## src/rtl/cordic_sched_pkg.sv

```systemverilog
// Shared types and constants for the CORDIC channel scheduler.
// Optional wait-state timeout is enabled with CORDIC_TIMEOUT_EN.
package cordic_sched_pkg;

    typedef enum logic [1:0] {
        IDLE    = 2'd0,
        ISSUE   = 2'd1,
        WAIT    = 2'd2,
        DELIVER = 2'd3
    } state_t;

    localparam int unsigned XINIT_DEF   = 1215;
    localparam int unsigned TIMEOUT_DEF = 64;

    // Channel-index width, never narrower than one bit.
    function automatic int unsigned chan_w(input int unsigned n);
        return (n <= 1) ? 1 : $clog2(n);
    endfunction

endpackage

```

## src/rtl/rr_arbiter_pick.sv

```systemverilog
// Combinational round-robin picker: first requester after the last grant, with wrap.
module rr_arbiter_pick
    import cordic_sched_pkg::*;
#(
    parameter  int unsigned NCH = 4,
    localparam int unsigned IW  = chan_w(NCH)
) (
    input  logic [NCH-1:0] i_req,
    input  logic [IW-1:0]  i_last,
    output logic [IW-1:0]  o_idx_c,
    output logic           o_any_c
);

    logic [31:0] w_pos;
    logic        w_found;

    always_comb begin
        o_idx_c = '0;
        w_found = 1'b0;
        w_pos   = '0;
        for (int unsigned k = 1; k <= NCH; k++) begin
            w_pos = (32'(i_last) + k) % NCH;
            if (!w_found && i_req[IW'(w_pos)]) begin
                o_idx_c = IW'(w_pos);
                w_found = 1'b1;
            end
        end
        o_any_c = w_found;
    end

endmodule

```

## src/rtl/cordic_chan_sched.sv

```systemverilog
// Round-robin scheduler sharing one iterative CORDIC core among NCH tone channels.
// Define CORDIC_TIMEOUT_EN to abort a stuck core after TIMEOUT_CYC wait cycles.
module cordic_chan_sched
    import cordic_sched_pkg::*;
#(
    parameter  int unsigned NCH         = 4,
    parameter  int unsigned W           = 16,
    parameter  int unsigned XINIT       = XINIT_DEF,
`ifdef CORDIC_TIMEOUT_EN
    parameter  int unsigned TIMEOUT_CYC = TIMEOUT_DEF,
`endif
    localparam int unsigned IW          = chan_w(NCH)
) (
    input  logic           clock,
    input  logic           resetn,
    input  logic [NCH-1:0] ch_req,
    input  logic [NCH*W-1:0] ch_angle,
    output logic [NCH-1:0] ch_grant,
    output logic           cordic_start,
    output logic [W-1:0]   cordic_angle,
    output logic [W-1:0]   cordic_x,
    output logic [W-1:0]   cordic_y,
    input  logic           cordic_done,
    input  logic [W-1:0]   cordic_cos,
    input  logic [W-1:0]   cordic_sin,
    output logic           res_valid,
    output logic [IW-1:0]  res_ch,
    output logic [W-1:0]   res_cos,
    output logic [W-1:0]   res_sin,
    output logic           res_err,
    output logic           busy
);

    state_t         r_state, w_state_nxt;
    logic [IW-1:0]  r_idx, w_idx_nxt, r_last, w_last_nxt, r_res_ch, w_res_ch_nxt;
    logic [IW-1:0]  w_pick;
    logic           w_any;
    logic [W-1:0]   w_sel_angle;
    logic [W-1:0]   r_angle, w_angle_nxt, r_x, w_x_nxt;
    logic [W-1:0]   r_cos, w_cos_nxt, r_sin, w_sin_nxt;
    logic [NCH-1:0] r_grant, w_grant_nxt;
    logic           r_start, w_start_nxt, r_valid, w_valid_nxt, r_busy, w_busy_nxt;
`ifdef CORDIC_TIMEOUT_EN
    localparam int unsigned CW = $clog2(TIMEOUT_CYC + 1);
    logic [CW-1:0]  r_cnt, w_cnt_nxt, w_cnt_inc;
    logic           r_err, w_err_nxt;
`endif

    rr_arbiter_pick #(.NCH(NCH)) u_pick (
        .i_req   (ch_req),
        .i_last  (r_last),
        .o_idx_c (w_pick),
        .o_any_c (w_any)
    );

    // Angle of the channel the arbiter is currently pointing at.
    always_comb begin
        w_sel_angle = '0;
        for (int unsigned i = 0; i < NCH; i++) begin
            if (w_pick == IW'(i)) w_sel_angle = ch_angle[i*W +: W];
        end
    end

    always_comb begin
        w_state_nxt  = r_state;
        w_idx_nxt    = r_idx;
        w_last_nxt   = r_last;
        w_res_ch_nxt = r_res_ch;
        w_angle_nxt  = r_angle;
        w_x_nxt      = r_x;
        w_cos_nxt    = r_cos;
        w_sin_nxt    = r_sin;
        w_grant_nxt  = '0;
        w_start_nxt  = 1'b0;
        w_valid_nxt  = 1'b0;
`ifdef CORDIC_TIMEOUT_EN
        w_cnt_inc    = r_cnt + CW'(1);
        w_cnt_nxt    = r_cnt;
        w_err_nxt    = r_err;
`endif
        case (r_state)
            IDLE: begin
                if (w_any) begin
                    w_state_nxt = ISSUE;
                    w_idx_nxt   = w_pick;
                    w_angle_nxt = w_sel_angle;
                    w_x_nxt     = W'(XINIT);
                    w_start_nxt = 1'b1;
                    w_grant_nxt = NCH'(1) << w_pick;
                end
            end
            ISSUE: begin
                w_state_nxt = WAIT;
                w_last_nxt  = r_idx;
`ifdef CORDIC_TIMEOUT_EN
                w_cnt_nxt   = '0;
`endif
            end
            WAIT: begin
                // A done coinciding with the timeout limit still counts as a good result.
                if (cordic_done) begin
                    w_state_nxt  = DELIVER;
                    w_cos_nxt    = cordic_cos;
                    w_sin_nxt    = cordic_sin;
                    w_valid_nxt  = 1'b1;
                    w_res_ch_nxt = r_idx;
`ifdef CORDIC_TIMEOUT_EN
                    w_err_nxt    = 1'b0;
                end else if (w_cnt_inc == CW'(TIMEOUT_CYC)) begin
                    w_state_nxt  = DELIVER;
                    w_cos_nxt    = '0;
                    w_sin_nxt    = '0;
                    w_valid_nxt  = 1'b1;
                    w_res_ch_nxt = r_idx;
                    w_err_nxt    = 1'b1;
                end else begin
                    w_cnt_nxt    = w_cnt_inc;
`endif
                end
            end
            DELIVER: w_state_nxt = IDLE;
            default: w_state_nxt = IDLE;
        endcase
        w_busy_nxt = (w_state_nxt != IDLE);
    end

    always_ff @(posedge clock or negedge resetn) begin
        if (!resetn) begin
            r_state  <= IDLE;
            r_idx    <= '0;
            r_last   <= IW'(NCH - 1);
            r_res_ch <= '0;
            r_angle  <= '0;
            r_x      <= '0;
            r_cos    <= '0;
            r_sin    <= '0;
            r_grant  <= '0;
            r_start  <= 1'b0;
            r_valid  <= 1'b0;
            r_busy   <= 1'b0;
`ifdef CORDIC_TIMEOUT_EN
            r_cnt    <= '0;
            r_err    <= 1'b0;
`endif
        end else begin
            r_state  <= w_state_nxt;
            r_idx    <= w_idx_nxt;
            r_last   <= w_last_nxt;
            r_res_ch <= w_res_ch_nxt;
            r_angle  <= w_angle_nxt;
            r_x      <= w_x_nxt;
            r_cos    <= w_cos_nxt;
            r_sin    <= w_sin_nxt;
            r_grant  <= w_grant_nxt;
            r_start  <= w_start_nxt;
            r_valid  <= w_valid_nxt;
            r_busy   <= w_busy_nxt;
`ifdef CORDIC_TIMEOUT_EN
            r_cnt    <= w_cnt_nxt;
            r_err    <= w_err_nxt;
`endif
        end
    end

    assign ch_grant     = r_grant;
    assign cordic_start = r_start;
    assign cordic_angle = r_angle;
    assign cordic_x     = r_x;
    assign cordic_y     = '0;
    assign res_valid    = r_valid;
    assign res_ch       = r_res_ch;
    assign res_cos      = r_cos;
    assign res_sin      = r_sin;
    assign busy         = r_busy;
`ifdef CORDIC_TIMEOUT_EN
    assign res_err      = r_err;
`else
    assign res_err      = 1'b0;
`endif

endmodule
```

## config.mk

```make
export PLATFORM = sky130hd
export DESIGN_NAME = cordic_chan_sched
export DESIGN_NICKNAME = d
export VERILOG_FILES = /design/src/rtl/cordic_sched_pkg.sv /design/src/rtl/rr_arbiter_pick.sv /design/src/rtl/cordic_chan_sched.sv
export SDC_FILE = /design/constraint.sdc
export NUM_CORES = 1
export LEC_CHECK = 0
export ABC_AREA = 1
export ABC_CLOCK_PERIOD_IN_PS = 2600
export CAP_MARGIN = 20
export CORE_MARGIN = 1.5
export CORE_UTILIZATION = 35
export CTS_BUF_LIST = sky130_fd_sc_hd__clkbuf_4 sky130_fd_sc_hd__clkbuf_8 sky130_fd_sc_hd__clkbuf_16
export CTS_CLUSTER_DIAMETER = 200
export DETAILED_ROUTE_END_ITERATION = 10
export PLACE_DENSITY = 0.74
export SETUP_SLACK_MARGIN = 0.2
export SLEW_MARGIN = 20
export SYNTH_ARGS = -nofsm -noshare
export SYNTH_HDL_FRONTEND = slang
export SYNTH_SLANG_ARGS = --single-unit
```

## constraint.sdc

```tcl
create_clock -name clock -period 2.6 [get_ports clock]
set_input_delay 0.39 -clock clock [delete_from_list [all_inputs] [get_ports clock]]
set_output_delay 0.39 -clock clock [all_outputs]
set_load 0.005 [all_outputs]
```

# Word level (Yosys, flattened, before mapping)
# Index checks and enable logic that the tools add are counted.
# op_classes
shifts	1
add_sub_neg	4
n_reduce_logical	11
div_mod_pow	0
n_mux	29
n_lt_le_gt_ge	4
n_mul	0
n_eq_ne	6
bitwise_logic	0
# ops
op	count
2-to-1 mux 16 bit	4
< comparator 2 x 3 -> 1 bit, second input constant	4
2-to-1 mux 1 bit	12
2-to-1 mux 2 bit	6
binary-select mux 1 bit (select 2 bit)	4
== test 2 bit, second input constant	4
2-to-1 mux 4 bit	2
case mux 2 bit (4 select lines)	1
adder 2 x 1 -> 2 bit, second input constant	2
adder 2 bit, second input constant	2
== test 2 x 1 -> 1 bit, second input constant	2
zero test 2 bit	2
AND reduction 2 bit	2
<< shifter 1 x 2 -> 4 bit, first input constant	1
logical AND 1 bit	3
zero test 1 bit	3
nonzero test 2 bit	1
# totals
regBits	64
latch_bits	0
rom_bits	0
n_memories	0
ram_bits	0
wordCells	67
output_inout_bits	90

# Logic depth before layout (Yosys ltp)
# Gate-level depths: netlist of the first run.
# depth
depth_word	18
mapped_depth	17
ltp_nobuf	15

# Cells and area by module
# A second synthesis of the first run with hierarchy kept.
# hier_totals
cells_unflattened	444
hier_area_um2	3422.0
# by_module_without_submodules
mod	seq_area_each_um2	instances	area_each_um2	cells_per_inst
cordic_chan_sched	1604.0	1	3150.5	392
rr_arbiter_pick	0.0	1	271.5	52

# Worst setup path after synthesis of the first run
# Ideal clock, no wire load.
# synth_path
path_kind	register to register
start	register r_last[0]
end	register r_angle[11] (netlist: cordic_angle[11])
required_time_ps	2484
slack_ps	698
setup_time_ps	116
synth_period_minus_slack_ps	1902
stages_incl_launch_ff	18
arrival_time_ps	1785
cell_sequence	dfstp_2 -> buf_6 -> inv_6 -> nand2_1 -> nand2_2 -> nand2_1 -> nand2_2 -> inv_2 -> nand2_1 -> nand2_2 -> nand3_4 -> inv_4 -> nand2_4 -> buf_6 -> o21ai_2 -> inv_1 -> nand2_1 -> nand2_1
# synth_between
elab_chain_cells	18
word_cells_on_any_way	35
# synth_rtl
element	line	text
start, declared	cordic_chan_sched.sv:35	logic [IW-1:0] r_idx, w_idx_nxt, r_last, w_last_nxt, r_res_ch, w_res_ch_nxt;
start signal, assigned	cordic_chan_sched.sv:131	r_last <= IW'(NCH - 1);
start signal, assigned	cordic_chan_sched.sv:148	r_last <= w_last_nxt;
adder 2 x 1 -> 2 bit	rr_arbiter_pick.sv:22	w_pos = (32'(i_last) + k) % NCH;
binary-select mux 1 bit (select 2 bit)	rr_arbiter_pick.sv:23	if (!w_found && i_req[IW'(w_pos)]) begin
2-to-1 mux 1 bit (not written as such)	rr_arbiter_pick.sv:23	
2-to-1 mux 1 bit	rr_arbiter_pick.sv:23	
zero test 1 bit	rr_arbiter_pick.sv:23	
logical AND 1 bit	rr_arbiter_pick.sv:23	
2-to-1 mux 1 bit	rr_arbiter_pick.sv:23	
zero test 1 bit	rr_arbiter_pick.sv:23	
logical AND 1 bit	rr_arbiter_pick.sv:23	
2-to-1 mux 1 bit	rr_arbiter_pick.sv:23	
zero test 1 bit	rr_arbiter_pick.sv:23	
logical AND 1 bit	rr_arbiter_pick.sv:23	
2-to-1 mux 2 bit	rr_arbiter_pick.sv:23	
zero test 2 bit	cordic_chan_sched.sv:60	if (w_pick == IW'(i)) w_sel_angle = ch_angle[i*W +: W];
2-to-1 mux 16 bit (4 in series)	cordic_chan_sched.sv:60	
end signal, assigned	cordic_chan_sched.sv:150	r_angle <= w_angle_nxt;
end, declared	cordic_chan_sched.sv:39	logic [W-1:0] r_angle, w_angle_nxt, r_x, w_x_nxt;
# Parallel ways exist; a longest one is shown, timed or not. The select of a mux whose other input is x is not followed.
# A chain may end at the register's enable or synchronous reset.

# Worst setup path after layout of the first run
# layout_path
start	register r_last[0]
end	register r_angle[10] (netlist: cordic_angle[10])
# The elaborated chain is that of the path after synthesis.

==> impl_metrics.env, run 1 <==
export IMPL_netlist_area_um2=3480
export IMPL_place_hpwl_mm=7.44
export IMPL_cp_data_required_time_ns=2.82
export IMPL_slowest_stage="dfstp_2"
export IMPL_grt_start_max_net_pins=37
export IMPL_wl_mm=9.98
export IMPL_drt_antenna_violating_nets=0
export IMPL_rsz0062_at_grt="no"
export IMPL_drt_iter0_drc=158
export IMPL_tns_ns=0
export IMPL_arrival_ns=2.43
export IMPL_first_global_vias=3243
export IMPL_synth_cell_type_count=31
export IMPL_crit_path_end_kind="register"
export IMPL_antenna_found_initial=0
export IMPL_fmax_mhz=452
export IMPL_ctsResizeCount=0
export IMPL_hold_viol=0
export IMPL_worstMarginPinSlew_ns=0.664
export IMPL_crit_path_cell_trace="clkbuf_2 -> nand2_1 -> nand3_1 -> nand2_1 -> nor2_2 -> nand3_2 -> nand3_4 -> buf_4 -> nand3b_1 -> nand3_1 -> nand2_1 -> nand2_1 -> nand2_1"
export IMPL_synth_edff_count=0
export IMPL_clkSinkCount=64
export IMPL_path_class="register to register"
export IMPL_antenna_cells=0
export IMPL_syn_area_per_cell_um2=7.56
export IMPL_viasPerCell=4.58
export IMPL_drt_first_pass_iters=5
export IMPL_max_vdd_ir_drop_v=0.000704
export IMPL_drc=0
export IMPL_leakage_nw=2.67
export IMPL_relSlewSlack=0.557
export IMPL_routedWlPerCell_um=13.1
export IMPL_maxSlewViolCount=0
export IMPL_rows=36
export IMPL_synthCells=461
export IMPL_fin_nets=732
export IMPL_yosysSeqAreaShare=0.460
export IMPL_clk_pin_slew_worst_paths_ns=0.08
export IMPL_fin_crit_sh=0.852
export IMPL_p_per_area_nw_per_um2=1250
export IMPL_place_ws_ns=0.222
export IMPL_initial_core_util=0.358
export IMPL_worstHoldPathType="input port to async pin"
export IMPL_cts_tree="yes"
export IMPL_setup_violations_final=0
export IMPL_crit_top_cell="nand2_1"
export IMPL_synthArstFlopShare=1.00
export IMPL_layout_drive_gt1_share=0.0841
export IMPL_slowest_delay_ns=0.62
export IMPL_clock_skew_ns=0.0125
export IMPL_cts_buffers=9
export IMPL_die_x_um=103
export IMPL_ys_seq_elements=64
export IMPL_layout_min_cycle_time_ns=2.21
export IMPL_htree_levels=3
export IMPL_grt_pass1_wl_mm=15.2
export IMPL_core_area_um2=9730
export IMPL_die_area_um2=10600
export IMPL_critPathMaxFanout=20
export IMPL_setup_slack_ns=0.386
export IMPL_die_h_um=103
export IMPL_ys_warn_count=0
export IMPL_critPathLaunchType="register"
export IMPL_fillerInstances=921
export IMPL_r2r_setup_slack_ns=0.39
export IMPL_area_growth_pct=54.7
export IMPL_maxCapViolCount=0
export IMPL_portBuffers=167
export IMPL_dr_total_vias=3492
export IMPL_grt_usage=0.185
export IMPL_clockBufferDepth=2
export IMPL_gp_congestion=0.887
export IMPL_status="complete, no violations"
export IMPL_cts_root_buffer="clkbuf_8"
export IMPL_clk_latency_ns=0.33
export IMPL_ioPinCount=193
export IMPL_synth_ff_type="dfrtp_1"
export IMPL_grt_overflow=0
## report_power, final
| group | internal, W | switching (W) |
|---|---|---|
| Combinational | 0.00179 | 0.00223 |
| Sequential | 0.00148 | 0.000276 |
| Clock | 0.000597 | 0.000370 |
## layer usage
layer / share of wire / track usage / up-vias / routed length, µm
met2: 0.51 / 0.317 / 132 / 5050
met5: 0 / 0 / - / 0
met3: 0.045 / 0.0373 / 21 / 449
li1: - / - / 1705 / -
met4: 0.024 / 0.0655 / 0 / 241
met1: 0.42 / 0.233 / 1634 / 4230
## kinds of logic (layout without fill, tap and decap cells)
| logic type | Yosys count | in the layout | share of synthesized area |
|---|---|---|---|
| AO/OA/AOI/OAI | 23 | 23 | 0.0359 |
| buffers and inverters | 87 | 231 | 0.143 |
| adder cells (fa/ha/maj) | 3 | 3 | 0.0108 |
| flip-flops | 64 | 64 | 0.460 |
| AND/OR/NAND/NOR | 283 | 284 | 0.348 |
| other | 1 | 25 | 0.00108 |
## area by class of cell
cell class / instances / area, µm² / share of cell area
inverter: 36 / 143 / 0.0265
clock inverter: 3 / 65.1 / 0.0121
tap: 133 / 166 / 0.0309
sequential: 64 / 1600 / 0.298
timing repair buffer: 180 / 1770 / 0.329
multi-input combinational: 335 / 1480 / 0.274
clock buffer: 12 / 159 / 0.0295
## cells in the mapped netlist (4+ instances only)
master | instances | area, µm²
inv_1 | 30 | 113
o21ai_0 | 17 | 85.1
inv_2 | 4 | 15.0
clkbuf_1 | 7 | 26.3
nand3_1 | 45 | 225
nand4_1 | 7 | 43.8
nand2_2 | 6 | 37.5
buf_4 | 37 | 278
nand2_1 | 194 | 728
dfrtp_1 | 62 | 1550
nor2_1 | 19 | 71.3
## sequential cells by signal (all words and copies together) (netlist names)
| name | cells |
|---|---|
| ch_grant | 4 |
| cordic_start | 1 |
| res_valid | 1 |
| r_last | 2 |
| res_ch | 2 |
| r_idx | 2 |
| res_sin | 16 |
| r_state | 2 |
| cordic_angle | 16 |
| cordic_x | 1 |
| res_cos | 16 |
| busy | 1 |
## critical path, delay by kind of cell (launching register included)
family                 cells  cell delay (ns)
AND/OR/NAND/NOR           11             1.03
flip-flops                 1             0.62
buffers and inverters      2             0.45
## cells in the final DEF (no fill, tap or decap), types with 2 or more instances in the layout
cell type,n
buf_4,11
bufinv_16,2
clkbuf_8,11
clkdlybuf4s50_1,166
conb_1,25
dfrtp_1,62
dfstp_2,2
ha_1,3
inv_1,30
inv_2,4
nand2_1,194
nand2_2,7
nand2_4,2
nand3_1,45
nand3b_1,3
nand4_1,7
nor2_1,19
o21ai_0,17
o21ai_1,3
o21ai_2,2
## repair_timing
| action | CTS | global route |
|---|---|---|
| endpoints found under the setup margin | 0 | 11 |
| hold buffers | 0 | 0 |
| buffers inserted | 0 | 6 |
## per-stage QoR
step | util | instances | total power, W | instance area, µm² | hold WS [ns]
after floorplan | - | 485 | 0.00419 | 3570 | 0.0944
after global placement | 0.526 | 741 | 0.00555 | 5110 | 0.459
after detailed placement | 0.526 | 741 | 0.00568 | 5110 | 0.464
after CTS | 0.549 | 756 | 0.00667 | 5340 | 0.0964
after global routing | 0.554 | 763 | 0.00735 | 5390 | 0.121
final | 0.554 | 763 | 0.00674 | 5390 | 0.0798
## path summary, 6_finish.rpt
kind                                  from                to  depth (start not counted)
worst max-delay path             r_last[0]  cordic_angle[10]                         13
worst min-delay path                resetn       res_sin[14]                          1
worst max register to register   r_last[0]  cordic_angle[10]                         13
worst min register to register  res_sin[9]        res_sin[9]                          2
max in group asynchronous           resetn         r_last[1]                          2
min in group clock              res_sin[9]        res_sin[9]                          2
No activity file was read; power rests on OpenSTA's default activity.
==> inputs of run 2 (changes only) <==
- CORE_MARGIN: 1.5 -> not set
- REMOVE_ABC_BUFFERS: not set -> 1
==> run 2 against run 1 <==
Flip-flop and latch count stayed put. Utilization shrank 0.12 points. Clock skew is 0.0039 ns lower. Power shrank 1.3%. Final cell count rose by 0.39%. First-iteration DRC count shrank 22%. Sequential power about the same. Highest routed layer unchanged.
==> impl_metrics.env, run 2 (synthesized netlist as in run 1, its figures left out) <==
export IMPL_status="complete, no violations"
export IMPL_final_util=0.553
export IMPL_hold_buffers=0
export IMPL_rows=36
export IMPL_final_cell_mix="194 x nand2_1, 166 x clkdlybuf4s50_1, 62 x dfrtp_1"
export IMPL_initial_core_util=0.358
export IMPL_first_global_vias=3185
export IMPL_regArea_um2=1600
export IMPL_routedWlPerCell_um=13.1
export IMPL_final_common_cell="nand2_1"
export IMPL_grt_pass1_wl_mm=15.1
export IMPL_arrival_ns=2.47
export IMPL_area_growth_pct=54.3
export IMPL_use_met3=0.0331
export IMPL_worstReg2RegStart="r_last[0]"
export IMPL_drt_antenna_violating_nets=0
export IMPL_worstHoldPathType="input port to async pin"
export IMPL_setup_violations_final=0
export IMPL_cts_tree="yes"
export IMPL_cts_root_buffer="clkbuf_8"
export IMPL_clk_latency_ns=0.32
export IMPL_dr_total_vias=3468
export IMPL_maxSlewViolCount=0
export IMPL_max_vdd_ir_drop_v=0.000488
export IMPL_r2r_end="cordic_angle[0]"
export IMPL_p_per_area_nw_per_um2=1240
export IMPL_drc=0
export IMPL_drt_iter0_drc=124
export IMPL_reg2reg_depth=14
export IMPL_drt_first_pass_iters=5
export IMPL_grt_met1_usage=0.223
export IMPL_die_area_um2=10400
export IMPL_rsz0062_at_grt="no"
export IMPL_antenna_cells=0
export IMPL_fin_nets=736
export IMPL_fin_crit_sh=0.870
export IMPL_clk_pin_slew_worst_paths_ns=0.07
export IMPL_cts_buffers=9
export IMPL_critPathLaunchType="register"
export IMPL_layout_drive_gt1_share=0.0885
export IMPL_portBuffers=167
export IMPL_power_total_w=0.00666
export IMPL_hold_viol=0
export IMPL_tns_ns=0
export IMPL_die_x_um=102
export IMPL_gp_congestion=0.849
export IMPL_clock_skew_ns=0.00867
export IMPL_layout_min_cycle_time_ns=2.26
export IMPL_clockBufferDepth=2
export IMPL_antenna_found_initial=0
export IMPL_use_met2=0.335
export IMPL_multiInputGateArea_um2=1470
export IMPL_cp_data_required_time_ns=2.81
export IMPL_die_h_um=102
export IMPL_viasPerCell=4.53
export IMPL_path_class="register to register"
export IMPL_clkSinkCount=64
export IMPL_core_area_um2=9730
export IMPL_maxCapViolCount=0
export IMPL_grt_start_max_net_pins=38
export IMPL_grt_usage=0.188
export IMPL_r2r_setup_slack_ns=0.34
export IMPL_leakage_nw=2.67
export IMPL_htree_levels=3
export IMPL_grt_overflow=0
export IMPL_fillerInstances=898
export IMPL_wl_mm=10.0
export IMPL_crit_path_end_kind="register"
export IMPL_fmax_mhz=442
export IMPL_grt_busiest_layer="met2"
export IMPL_ioPinCount=193
export IMPL_critPathMaxFanout=19
export IMPL_place_hpwl_mm=7.52
run 2: cell types whose count changed in the layout (fill, tap and decap cells not counted):
cell        delta
buf_12         +1
buf_4          +2
buf_6          +1
bufinv_16      -2
clkbuf_8       -1
clkinv_2       +2
clkinvlp_4     +1
inv_4          -1
inv_8          +1
nand2_2        -1
run 2: where the power goes:
| group | internal (W) | leakage [nW] | switching [W] | total (W) |
|---|---|---|---|---|
| clock | 0.000356 | 0.0838 | 0.000350 | 0.000706 |
| combinational | 0.00192 | 1.80 | 0.00229 | 0.00421 |
| sequential | 0.00148 | 0.787 | 0.000262 | 0.00174 |
| total | 0.00376 | 2.67 | 0.00290 | 0.00666 |
run 2: worst max-delay path by stage:
stage          startpoint          endpoint  slack, ns  depth (start not counted)
2_1_floorplan   r_last[0]   cordic_angle[0]       0.51                         15
3_3_place_gp    ch_req[0]   cordic_angle[1]       0.27                         14
3_5_place_dp    ch_req[0]  cordic_angle[10]       0.14                         14
4_1_cts         r_last[0]  cordic_angle[12]       0.32                         14
5_1_grt         r_last[0]  cordic_angle[10]       0.13                         16
6_report        r_last[0]   cordic_angle[0]       0.34                         14
run 2: layout make-up:
class / count / area share
flip-flops and latches: 64 / 0.298
clock buffers: 10 / 0.0256
inverters: 36 / 0.0275
well taps: 133 / 0.0310
clock inverters: 4 / 0.00419
multi-input cells: 334 / 0.273
repair buffers: 185 / 0.340
run 2: worst max-delay path: stages, from the launching register on:
cell      delay [ns]
dfstp_2         0.56
clkbuf_2        0.17
nand2_1         0.06
nand2_1         0.08
nand2_1         0.07
nand2_1         0.11
nand2_1         0.08
nand3_1         0.15
nand3_4         0.19
inv_8           0.16
nand2_4         0.14
o21ai_0         0.18
inv_1           0.06
nand2_1         0.08
nand2_1         0.05
run 2: metrics by stage:
step	instances	instance area, µm²	setup slack [ns]	hold WS, ns
2_1_floorplan	434	3220	0.513	0.0944
3_3_place_gp	742	5110	0.266	0.419
3_5_place_dp	742	5110	0.143	0.422
4_1_cts	756	5270	0.316	0.0557
5_1_grt	766	5380	0.128	0.0878
6_report	766	5380	0.339	0.0658
run 2: repair_timing:
action | 4_1_cts | 5_1_grt
endpoints found under the setup margin | 0 | 14
buffers inserted | 0 | 10
resized for setup | 0 | 3
run 2: metal layers:
layer | wire length (µm) | vias up
met4 | 106 | 0
met3 | 607 | 8
met1 | 4070 | 1613
li1 | - | 1711
met5 | 0 | -
met2 | 5230 | 136
==> inputs of run 3 (changes only) <==
- ABC_CLOCK_PERIOD_IN_PS: 2600 -> not set
==> results of run 3 <==
Same layout as run 2: the final DEF is identical, and so are final timing and power.
